==> src/rtl/bnn_loader_pkg.sv <==
// rtl/bnn_loader_pkg.sv - default dimensions and stream fill state for the BNN parameter loader
package bnn_loader_pkg;

    localparam int IMG_W_D     = 28;
    localparam int IMG_H_D     = 28;
    localparam int N_KERNELS_D = 8;
    localparam int K_D         = 3;

    typedef enum logic {
        FILL_LOAD = 1'b0,
        FILL_FULL = 1'b1
    } fill_state_t;

endpackage

==> src/rtl/stream_fill.sv <==
// rtl/stream_fill.sv - one serial stream: beat counter, LOAD/FULL fsm and storage vector
module stream_fill
    import bnn_loader_pkg::*;
#(
    parameter int DEPTH = 784,
    parameter int LANES = 1
) (
    input  logic             clk,
    input  logic             reset,
    input  logic             start,
    input  logic             valid,
    input  logic [LANES-1:0] data,
    output logic [DEPTH-1:0] buffer,
    output logic             full,
    output logic             overrun_hit
);

    localparam int CW = (DEPTH > 1) ? $clog2(DEPTH) : 1;
    localparam logic [CW-1:0] LAST = CW'(DEPTH - LANES);
    localparam logic [CW-1:0] STEP = CW'(LANES);

    fill_state_t   state;
    fill_state_t   state_next;
    logic [CW-1:0] cnt;
    logic          accept;

    always_ff @(posedge clk) begin
        if (reset) begin
            state <= FILL_LOAD;
        end else begin
            state <= state_next;
        end
    end

    always_comb begin
        state_next = state;
        if (start) begin
            state_next = FILL_LOAD;
        end else if (state == FILL_LOAD && valid && cnt == LAST) begin
            state_next = FILL_FULL;
        end
    end

    // start outranks any beat in the same cycle, so it suppresses both write and overrun
    always_comb begin
        accept      = (state == FILL_LOAD) && valid && !start;
        overrun_hit = (state == FILL_FULL) && valid && !start;
        full        = (state == FILL_FULL);
    end

    // cnt stays a multiple of LANES and parks on LAST once the stream is full
    always_ff @(posedge clk) begin
        if (reset) begin
            cnt    <= '0;
            buffer <= '0;
        end else if (start) begin
            cnt <= '0;
        end else if (accept) begin
            buffer[cnt +: LANES] <= data;
            if (cnt != LAST) begin
                cnt <= cnt + STEP;
            end
        end
    end

endmodule

==> src/rtl/bnn_param_loader.sv <==
// rtl/bnn_param_loader.sv - fills the BNN image and binary weight buffers from two serial streams
module bnn_param_loader
    import bnn_loader_pkg::*;
#(
    parameter int IMG_W     = IMG_W_D,
    parameter int IMG_H     = IMG_H_D,
    parameter int N_KERNELS = N_KERNELS_D,
    parameter int K         = K_D,
    parameter int P_LANES   = 1,
    parameter int W_LANES   = 1
) (
    input  logic                     clk,
    input  logic                     reset,
    input  logic                     start,
    input  logic                     p_valid,
    input  logic [P_LANES-1:0]       d_in_p,
    input  logic                     w_valid,
    input  logic [W_LANES-1:0]       d_in_w,
    output logic [IMG_H*IMG_W-1:0]   pixels,
    output logic [N_KERNELS*K*K-1:0] weights,
    output logic                     pix_full,
    output logic                     wt_full,
    output logic                     load_done,
    output logic                     overrun
);

    localparam int P_DEPTH = IMG_H * IMG_W;
    localparam int W_DEPTH = N_KERNELS * K * K;

    if (P_DEPTH % P_LANES != 0) begin : g_bad_p_lanes
        $error("IMG_W*IMG_H must be divisible by P_LANES");
    end
    if (W_DEPTH % W_LANES != 0) begin : g_bad_w_lanes
        $error("N_KERNELS*K*K must be divisible by W_LANES");
    end

    logic p_hit;
    logic w_hit;

    stream_fill #(.DEPTH(P_DEPTH), .LANES(P_LANES)) u_pix (
        .clk         (clk),
        .reset       (reset),
        .start       (start),
        .valid       (p_valid),
        .data        (d_in_p),
        .buffer      (pixels),
        .full        (pix_full),
        .overrun_hit (p_hit)
    );

    stream_fill #(.DEPTH(W_DEPTH), .LANES(W_LANES)) u_wt (
        .clk         (clk),
        .reset       (reset),
        .start       (start),
        .valid       (w_valid),
        .data        (d_in_w),
        .buffer      (weights),
        .full        (wt_full),
        .overrun_hit (w_hit)
    );

    always_ff @(posedge clk) begin
        if (reset || start) begin
            overrun <= 1'b0;
        end else if (p_hit || w_hit) begin
            overrun <= 1'b1;
        end
    end

    assign load_done = pix_full & wt_full;

endmodule
==> config.mk <==
export PLATFORM = sky130hd
export DESIGN_NAME = bnn_param_loader
export DESIGN_NICKNAME = d
export VERILOG_FILES = /design/src/rtl/bnn_loader_pkg.sv /design/src/rtl/stream_fill.sv /design/src/rtl/bnn_param_loader.sv
export SDC_FILE = /design/constraint.sdc
export NUM_CORES = 2
export LEC_CHECK = 0
export CAP_MARGIN = 20
export CORE_AREA = 5 5 331 333
export CTS_BUF_LIST = sky130_fd_sc_hd__clkbuf_8
export CTS_CLUSTER_DIAMETER = 100
export DETAILED_ROUTE_END_ITERATION = 12
export DIE_AREA = 0 0 336 338
export GPL_TIMING_DRIVEN = 1
export PLACE_DENSITY = 0.55
export RECOVER_POWER = 100
export SLEW_MARGIN = 40
export SYNTH_ARGS = -nofsm -noshare
export SYNTH_HDL_FRONTEND = slang
export SYNTH_SLANG_ARGS = --single-unit
==> constraint.sdc <==
create_clock -name clk -period 8.8 [get_ports clk]
set_input_delay 1.76 -clock clk [delete_from_list [all_inputs] [get_ports clk]]
set_output_delay 1.76 -clock clk [all_outputs]
set_load 0.01 [all_outputs]
==> summary.md <==
| Metric | Value |
|---|---|
| Run status | complete, but fails checks |
| Failing checks | capacitance limit, slew limit |
| Distinct cell type count after synthesis | 78 |
| 1st-iter DRT viols | 3022 |
| Endpoint class of the critical path | register |
| Sw frac | 24.6% |
| WS Path Type | reg -> reg |
| Logic gate share of total power | 2.6% |
| Cell taking the most area after synthesis | dfxtp_1 |
| Actual slew at the worst max-slew pin | 4.64 ns |
| Hold Path Depth | 2 |
| Relative slew slack | -209% |
| Xor/xnor share of the synthesized area | 0.404% |
| Synth top area share | 50.6% |
| Max VDD drop | 0.120 mV |
| Mapped Nets | 3922 |
| PD cells | 167 nW/um^2 |
| Via count | 35.0k |
| # setup viols final | 0 |
| Setup bufs post-CTS | 0 |
| Setup_tns | 0 ns |
| Vias in the first global route | 33.0k |
| CP Depth | 8 |
| Crit-path max FO | 37 |
| Worst skew pair latency | 0.85 ns |
| Synth area leaders | dfxtp_1, a21oi_1, a211oi_1 |
| Non-filler instance count after layout | 6125 |
| Synthesized instance count | 3908 |
| Filler cells | 10.4k |
| Req. time, crit path | 9.50 ns |
| Post-Synth Simple-Gate Area | 11.9% |
| Final Skew | 0.0477 ns |
| Vias/cell | 5.71 |
| Mux contribution to synthesized area | 2.46% |
| Worst-path cell chain | clkbuf_1, or4_1, nor2_1, nor3_1, clkbuf_1, and2_1, a31oi_1, a311oi_1 |
| Synth async-reset ratio | 0% |
| Fmax | 148 MHz |
| Delay-heaviest family, CP | buffers and inverters |
| Leak | 18.0 nW |
| Final GP Congestion | 0.870 |
| PortBufs | 866 |
| Slew Limit Fails | 485 |
| Largest net degree at the start of global routing | 179 |
| FF/Latch Area | 17500 um^2 |
| Critical Path AT | 7.46 ns |
| Setup ws final | 2.04 ns |
| Compound-Gate Fraction of Synth Area | 28.8% |
| Worst Reg-to-Reg Cells | 8 |
| Setup WS pre-CTS | 2.61 ns |
| Commonest cells after routing, fill and taps aside | dfxtp_1, dlygate4sd3_1, a21oi_1, a211oi_1, nand3_1 |
| Clock share of power | 47.8% |
| Part of the power in registers | 49.6% |
| Antenna-violating nets left | 0 |
| Die height | 338 um |
| Final hold violations | 0 |
| Final HPWL DP | 116000 um |
| CTS H-Tree Depth | 4 |
| FF+latch count, synth | 876 |
| Fin crit share | 76.8% |
| Total gr overflow | 0 |
| Post-Syn Area per Cell | 8.87 um^2 |
| Mapped Area | 34700 um^2 |
| Fin nets | 4608 |
| Total clock sinks | 876 |
| CP most frequent cell | clkbuf_1 |
| Post-Route WL | 174000 um |
| Seq/Total Area, Yosys | 50.6% |
| Synth Flop Type | dfxtp_1 |
| GRT Total Usage | 29.1% |
| Layout area overhead | 38.7% |
| Initial DRT Pass Iterations | 6 |
| Cts hold-fix bufs | 0 |
| Sw power | 1.97 mW |
| Number of placed cells counting well taps | 5836 |
| Most common cell after layout, fill and taps aside | dfxtp_1 |
| CTS Buf Count | 158 |
| FF-to-FF setup slack | 2.04 ns |
| Multi-input gate area | 15800 um^2 |
| Startpoint type of the worst setup path | register |
| Buf+Inv Stages, Crit Path | 2 |
| CP max stage cell | clkbuf_1 |
| Core area | 106000 um^2 |
| Final Cell Area | 48100 um^2 |
| CTS tree | done |
| Main combinational cell family by area after synthesis | compound AO/OA/AOI/OAI gates |
| RSZ-0062 raised after global routing | no |
| Post-synth EDFFs | 0 |
| Min Tclk post-route | 6.76 ns |
| DR WL/cell | 28.5 um |
| Placed inst area | 45100 um^2 |
| First-pass GRT wire length | 245000 um |
| Ports | 867 |
| Slowest stage delay, CP | 2.00 ns |
| Syn. warnings | 0 |
| Die area | 114000 um^2 |
| Post-synthesis adder-cell area fraction | 0.253% |
| Die Span X | 336 um |
| Hold crit path type | reg -> reg |
| Starting density of the core | 32.6% |
| Share of cells above drive strength 1 | 10.3% |
| Post-cts sizing count | 0 |
| Max_cap viols | 12 |
| Antenna violations before repair | 3 |
| DRC violations left | 0 |
| Internal power | 6.04 mW |
| Clock Path Buffers | 3 |
| Clock-pin slew on the worst setup and hold paths | 0.06 ns |
| # rows | 120 |
| Root Buffer | clkbuf_8 |
==> registers in the layout, summed over array words and instances, names as in the netlist <==
name          count
u_wt.buffer      72
overrun           1
u_pix.buffer    784
u_pix.full        1
u_wt.cnt          7
u_pix.cnt        10
u_wt.full         1
==> final cells by class <==
cell class | instances | share of cell area, %
multi-input cells | 2539 | 32.8
clock inverters | 88 | 0.914
well taps | 1403 | 3.65
clock buffers | 196 | 5.61
repair buffers | 1002 | 20.3
inverters | 17 | 0.143
diodes | 4 | 0.0208
flip-flops and latches | 876 | 36.5
==> metrics by stage <==
step           util [%]  hold slack [ns]  total power, mW
6_report           45.2            0.455             8.01
5_1_grt            45.2            0.471             8.28
4_1_cts            45.4            0.460             8.10
3_5_place_dp       42.4            0.449             4.26
3_3_place_gp       42.1            0.444             4.26
2_1_floorplan         -            0.476             4.18
==> synth_stat cells (12+ instances only) <==
cell type,n
a211oi_1,374
a31oi_1,145
dfxtp_1,876
or3_1,15
o21ai_0,229
buf_2,72
and2_1,12
nor2_1,166
nand4_1,62
clkbuf_1,385
a311oi_1,139
a31o_2,33
inv_1,14
a21oi_1,575
mux2i_1,85
nor3_1,49
nor2b_1,19
a22oi_1,16
nand3_1,253
nand2_1,213
buf_1,18
==> cells by family after synthesis <==
logic type,count (synthesis)
mux,85
simple gates,854
fa+ha+maj,7
flops,876
compound gates,1577
xor+xnor,16
buf+inv,493
==> per-layer routing <==
layer  GRT usage (%)  wire [um]
met4            13.4       9190
met1            36.1      71100
met3            9.20      15300
met2            46.2      78800
met5               0          0
==> worst paths after layout <==
check / startpoint / end
worst max-delay path: u_pix.cnt[4] / u_pix.buffer[650]
worst min-delay path: u_wt.buffer[65] / u_wt.buffer[65]
worst max register to register: u_pix.cnt[4] / u_pix.buffer[650]
worst min register to register: u_wt.buffer[65] / u_wt.buffer[65]
==> worst min-delay path, stage by stage (launching register included) <==
cell	delay (ns)
dfxtp_1	0.31
nand2_1	0.05
mux2i_1	0.05
==> power by group through the flow <==
stage          sequential (mW)  combinational [mW]  clock, mW
2_1_floorplan             4.05               0.128          0
3_3_place_gp              4.06               0.203          0
3_5_place_dp              4.06               0.208          0
4_1_cts                   3.97               0.208       3.92
5_1_grt                   3.97               0.220       4.09
6_report                  3.97               0.209       3.83
No activity file was read; power rests on OpenSTA's default activity.
